[config.mk]
export PLATFORM = sky130hd
export DESIGN_NAME = serial_byte_loader
export DESIGN_NICKNAME = d
export VERILOG_FILES = /design/src/rtl/serial_byte_loader.sv
export SDC_FILE = /design/constraint.sdc
export NUM_CORES = 1
export LEC_CHECK = 0
export BUFFER_PORTS_ARGS = -buffer_cell sky130_fd_sc_hd__buf_2
export CAP_MARGIN = 15
export CORE_AREA = 2 2 69 71
export DETAILED_ROUTE_END_ITERATION = 7
export DIE_AREA = 0 0 71 73
export SLEW_MARGIN = 20
export SYNTH_ARGS = -nofsm -noshare
export SYNTH_HDL_FRONTEND = slang
export SYNTH_SLANG_ARGS = --single-unit
[constraint.sdc]
create_clock -name clk -period 3.1 [get_ports clk]
set_input_delay 0.155 -clock clk [delete_from_list [all_inputs] [get_ports clk]]
set_output_delay 0.155 -clock clk [all_outputs]
set_load 0.05 [all_outputs]
[src/rtl/serial_byte_loader.sv]
// serial_byte_loader: frames a serial bit stream into a WIDTH-bit word with load strobe; define SERIAL_PARITY_CHECK_EN for a trailing even-parity bit.
module serial_byte_loader #(
  parameter int WIDTH     = 8,
  parameter bit MSB_FIRST = 1'b1,
  parameter int TIMEOUT   = 16
) (
  input  logic             clk,
  input  logic             reset,
  input  logic             start,
  input  logic             din,
  input  logic             din_valid,
  output logic [WIDTH-1:0] a,
  output logic             load,
  output logic             busy,
  output logic             frame_err,
  output logic             parity_err
);
  localparam int BW = $clog2(WIDTH);
  localparam int IW = $clog2(TIMEOUT + 1);
`ifdef SERIAL_PARITY_CHECK_EN
  typedef enum logic [1:0] {IDLE, SHIFT, PARITY} state_t;
`else
  typedef enum logic [1:0] {IDLE, SHIFT} state_t;
`endif
  state_t           r_state, w_state_nx;
  logic [BW-1:0]    r_bit;
  logic [IW-1:0]    r_idle;
  logic [WIDTH-1:0] r_sr, r_a, w_sr_nx, w_word;
  logic             r_load, r_ferr, r_perr;
  logic             w_busy, w_to, w_take, w_last, w_load, w_perr;
  assign w_busy  = r_state != IDLE;
  assign w_to    = w_busy && !start && !din_valid && r_idle == IW'(TIMEOUT - 1);
  assign w_take  = r_state == SHIFT && !start && din_valid;
  assign w_last  = w_take && r_bit == BW'(WIDTH - 1);
  assign w_sr_nx = MSB_FIRST ? {r_sr[WIDTH-2:0], din} : {din, r_sr[WIDTH-1:1]};
`ifdef SERIAL_PARITY_CHECK_EN
  logic w_ptake, w_pok;
  assign w_ptake = r_state == PARITY && !start && din_valid;
  assign w_pok   = ~^{r_sr, din};
  assign w_load  = w_ptake && w_pok;
  assign w_perr  = w_ptake && !w_pok;
  assign w_word  = r_sr;
`else
  assign w_load  = w_last;
  assign w_perr  = 1'b0;
  assign w_word  = w_sr_nx;
`endif
  always_comb begin
    w_state_nx = r_state;
    if (start) w_state_nx = SHIFT;
    else if (w_to) w_state_nx = IDLE;
`ifdef SERIAL_PARITY_CHECK_EN
    else if (w_last) w_state_nx = PARITY;
    else if (w_ptake) w_state_nx = IDLE;
`else
    else if (w_last) w_state_nx = IDLE;
`endif
  end
  always_ff @(posedge clk) begin
    if (reset) begin
      r_state <= IDLE;
      r_bit   <= '0;
      r_idle  <= '0;
      r_sr    <= '0;
      r_a     <= '0;
      r_load  <= 1'b0;
      r_ferr  <= 1'b0;
      r_perr  <= 1'b0;
    end else begin
      r_state <= w_state_nx;
      r_load  <= w_load;
      r_ferr  <= (w_busy && start) || w_to;
      r_perr  <= w_perr;
      if (w_load) r_a <= w_word;
      if (w_take) r_sr <= w_sr_nx;
      if (start) begin
        r_bit  <= '0;
        r_idle <= '0;
      end else if (w_busy) begin
        r_idle <= din_valid ? '0 : r_idle + 1'b1;
        if (w_take) r_bit <= r_bit + 1'b1;
      end
    end
  end
  assign a          = r_a;
  assign load       = r_load;
  assign busy       = w_busy;
  assign frame_err  = r_ferr;
  assign parity_err = r_perr;
endmodule

# ---- Word level (Yosys, flattened, before mapping)
# Cells that the tools add are included.
# Widths: inputs -> output; s select.
dict set report totals {
  reg_bits 26
  latch_bits 0
  mem_bits_rw 0
  rom_bits 0
  inputBits 5
  elab_cells 27
  memories 0
}
dict set report classes {
  addsub 2
  n_mul 0
  div 0
  n_lt_le_gt_ge 0
  n_eq_ne 2
  shifts 0
  n_mux 4
  bitwise_logic 0
  n_reduce_logical 12
}
# cell count
set ops {}
lappend ops {{$logic_and 1x1->1} 6}
lappend ops {{$add 5x1->5 const B} 1}
lappend ops {{$eq 5x4->1 const B} 1}
lappend ops {{$mux 5} 1}
lappend ops {{$add 3x1->3 const B} 1}
lappend ops {{$eq 3x3->1 const B} 1}
lappend ops {{$mux 1} 3}
lappend ops {{$reduce_bool 3->1} 1}
lappend ops {{$logic_not 1->1} 2}
lappend ops {{$reduce_and 2->1} 1}
lappend ops {{$reduce_or 2->1} 1}
lappend ops {{$logic_or 1x1->1} 1}

# ---- Logic depth before layout (Yosys ltp)
dict set report logic_depth {
  depth_word 7
  depth_mapped 6
  ltp_nobuf 6
}

# ---- Worst setup path before layout
# OpenSTA, ideal clock, no wires.
dict set report synth_path {
  kind {flip-flop to flip-flop}
  start {register r_state[0]}
  end {register r_a[0], in the netlist a[0]}
  setup_ns 0.132
  arrival_time_ns 1.303
  path_slack_ns 1.665
  path_stages_with_launch 5
  n_path_buf 1
  synth_period_minus_slack_ns 1.435
  cell_sequence {dfxtp_1 buf_2 nand4b_2 nand2_1 a21oi_1}
}
dict set report synth_via {
  elab_chain_cells 3
}
# element line
set synth_rtl {}
lappend synth_rtl {{from (decl)} 25} ;# state_t r_state, w_state_nx;
lappend synth_rtl {{from (signal assigned)} 70} ;# r_state <= w_state_nx;
lappend synth_rtl {{$logic_and 1x1->1 (2 in series)} 33} ;# assign w_take = r_state == SHIFT && !start && din_valid;
lappend synth_rtl {{$logic_and 1x1->1} 34} ;# assign w_last = w_take && r_bit == BW'(WIDTH - 1);
lappend synth_rtl {{to (signal assigned)} 74} ;# if (w_load) r_a <= w_word;
lappend synth_rtl {{to (decl)} 28} ;# logic [WIDTH-1:0] r_sr, r_a, w_sr_nx, w_word;
# Every way passes these cells.
# A chain may end at the register's enable or synchronous reset.

# ---- Worst setup path in the final report
dict set report layout_path {
  start {register r_state[0]}
  end {register r_bit[1]}
}
dict set report layout_via {
  elab_chain_cells 3
}
# element line
set layout_rtl {}
lappend layout_rtl {{$logic_and 1x1->1 (2 in series)} 33}
lappend layout_rtl {{$reduce_and 2->1 (no line) (*)} --}
lappend layout_rtl {{to (signal assigned)} 81} ;# if (w_take) r_bit <= r_bit + 1'b1;
lappend layout_rtl {{to (decl)} 26} ;# logic [BW-1:0] r_bit;
# Every way passes the cells marked *; elsewhere a longest branch is shown, timed or not.

==> results.cfg <==
[floorplan]
io_pins = 17
rows = 25
chipWidth_microns = 71
core_sq_mm = 0.004536
die_area_sq_mm = 0.005183
start_util_pct = 22.81
die_height_microns = 73

[timing]
rsz0062_at_grt = false
fin_worst_skew_ps = 5.541
setup_tns_ps = 0
tightest_slew_ps = 559.6
finalSetupViolCount = 0
slew_violations = 0
finalWorstSetupSlack_ps = 1555
min_period_over_period_pct = 49.85
fin_crit_ps = 1545
fmax_mhz = 647.0
maxSlewHeadroom_pct = 62.58
hold_viol = 0

[routing]
drtIter0Drc = 32
vias = 736
dr.pass1.iters = 2
drc_errors = 0
wl_microns = 1723
drtAntennaViolNets = 0
wl_per_cell_microns = 9.846
via_per_inst = 4.206

[clocking]
cts_sinks = 26
clk_pin_slew_ps = 90
cts_tree = done
cts_buffers = 3
cts_buffer_depth = 2
hold_buffers = 0
cts.root.buffer_cell = clkbuf_8
worstSkewPairLatency_ps = 270
cts_resized = 0
post_cts_buffers = 0
htree_levels = 1

[global_route]
grtUsageTotal_pct = 6.868
grt_pass1_wl_microns = 2739
grt_max_degree = 23
overflow = 0
antenna_found_initial = 0
grt_pass1_vias = 614

[setup_path]
cp.required_ps = 3250
cp-end-kind = flop
startpoint_type = flop
arrival_ps = 1690
reg2reg_depth = 3
crit_path_max_fanout = 13
criticalPathCategory = flop to flop

[logic_synthesis]
ys_types = 22
yosysSeqAreaShare_pct = 50.30
yosys.area_share.adder_pct = 4.837
postSynthCellCount = 109
netlist_area_sq_mm = 0.001035
synth_top_family_by_area = simple AND/OR/NAND/NOR gates
synthesis.nets = 118
synth.mux.area_fraction_pct = 10.64
synth_area_per_cell_sq_um = 9.493
synth_simple_gate_area_share_pct = 18.98
ys_ff_latch = 26
yosys.area_share.xor_xnor_pct = 3.386
yosys_warnings = 0
synth-compound-area-share_pct = 5.562

[job]
cap_violations = 0

[place]
hpwl_microns = 1203
placed_cell_area_sq_mm = 0.001124
gp_congestion = 0.6592
io_buffer_count = 15
place_ws_ps = 1550

[power]
pwr_density_cell_mw_per_mm2 = 546.3
power_mw = 0.6528
ir_drop_mv = 0.1467
leakagePower_nw = 0.5478

[cells_and_area]
final_cell_mix = 26 x dfxtp_1, 19 x nand2_1, 15 x nor2_1, 15 x buf_2, 11 x mux2i_1
register_area_sq_um = 520.5
final_util_pct = 26.34
final_cell_area_sq_mm = 0.001195
final_common_cell = dfxtp_1
final_net_count = 131
antenna_cells = 0
nFillCells = 482
multi_input_area_sq_um = 452.9
drive_gt1_share_pct = 17.36
syn_to_final_growth_pct = 15.48

[worst_hold_path]
whs_path_depth = 3
hold_class = input pin to flop

[run_status]
status = complete, no violations
cells by family after synthesis:
group | Yosys count
and+or+nand+nor | 43
muxes | 11
other | 1
AOI/OAI and AO/OA | 11
xor gates and xnor gates | 4
adders and majority gates | 4
buffers and inverters | 9
DFF | 26
critical path, cell delays in order (launching register included):
cell,delay (ps)
dfxtp_1,600
nand3b_1,490
mux2i_1,280
nor3_1,60
synth_stat cells:
| cell | instances | area, sq um |
|---|---|---|
| a211oi_1 | 1 | 7.510 |
| buf_4 | 1 | 7.510 |
| nand3b_1 | 1 | 7.510 |
| inv_1 | 2 | 7.510 |
| mux2i_1 | 11 | 110.1 |
| ha_1 | 4 | 50.05 |
| buf_6 | 3 | 33.78 |
| a21oi_1 | 10 | 50.05 |
| nor3_1 | 3 | 15.01 |
| and4b_2 | 1 | 11.26 |
| and3_1 | 1 | 6.260 |
| nand4b_2 | 1 | 15.01 |
| xnor2_1 | 1 | 8.760 |
| nor2_1 | 15 | 56.30 |
| nand4_1 | 1 | 6.260 |
| xor2_1 | 3 | 26.28 |
| nor3b_1 | 1 | 7.510 |
| conb_1 | 1 | 3.750 |
| buf_2 | 1 | 5.000 |
| nand2_1 | 19 | 71.32 |
| clkbuf_1 | 2 | 7.510 |
| dfxtp_1 | 26 | 520.5 |
registers in the layout (all words and copies together), names as in the netlist:
register   count
a              8
r_sr           7
r_idle         5
r_bit          3
frame_err      1
load           1
r_state        1
per-stage QoR:
stage | std cells | hold WS [ps]
6_report | 175 | 127.4
4_1_cts | 175 | 122.4
5_1_grt | 175 | 139.7
2_1_floorplan | 109 | 231.1
3_5_place_dp | 171 | 420.0
3_3_place_gp | 171 | 412.2
final cells by class:
type                    instances  area share (%)
clock buffers                   3           3.455
clock inverters                 1           2.513
inverters                       2          0.6283
multi-input cells              74           37.91
flip-flops and latches         26           43.56
well taps                      54           5.654
repair buffers                 15           6.283
path summary, 6_finish.rpt:
path / start / end / slack (ps)
setup / recovery: r_state[0]$_SDFFE_PP0P_ / r_bit[1]$_SDFFE_PP0P_ / 1550
hold / removal: din / a[0]$_SDFFE_PP0P_ / 130
setup reg to reg: r_state[0]$_SDFFE_PP0P_ / r_bit[1]$_SDFFE_PP0P_ / 1550
hold reg to reg: r_sr[6]$_SDFFE_PP0P_ / a[7]$_SDFFE_PP0P_ / 450
report_power, final:
part / internal (mW) / total [mW] / switching [mW]
sequential: 0.337 / 0.342 / 0.00475
clock: 0.173 / 0.279 / 0.106
combinational: 0.0101 / 0.0323 / 0.0222
routing by layer:
metal	global-route usage (%)	part of all wire, %
met1	8.333	48
met2	10.70	46
met3	1.519	3.5
met4	5.031	1.6
met5	0	0
No activity file was read; power rests on OpenSTA's default activity.
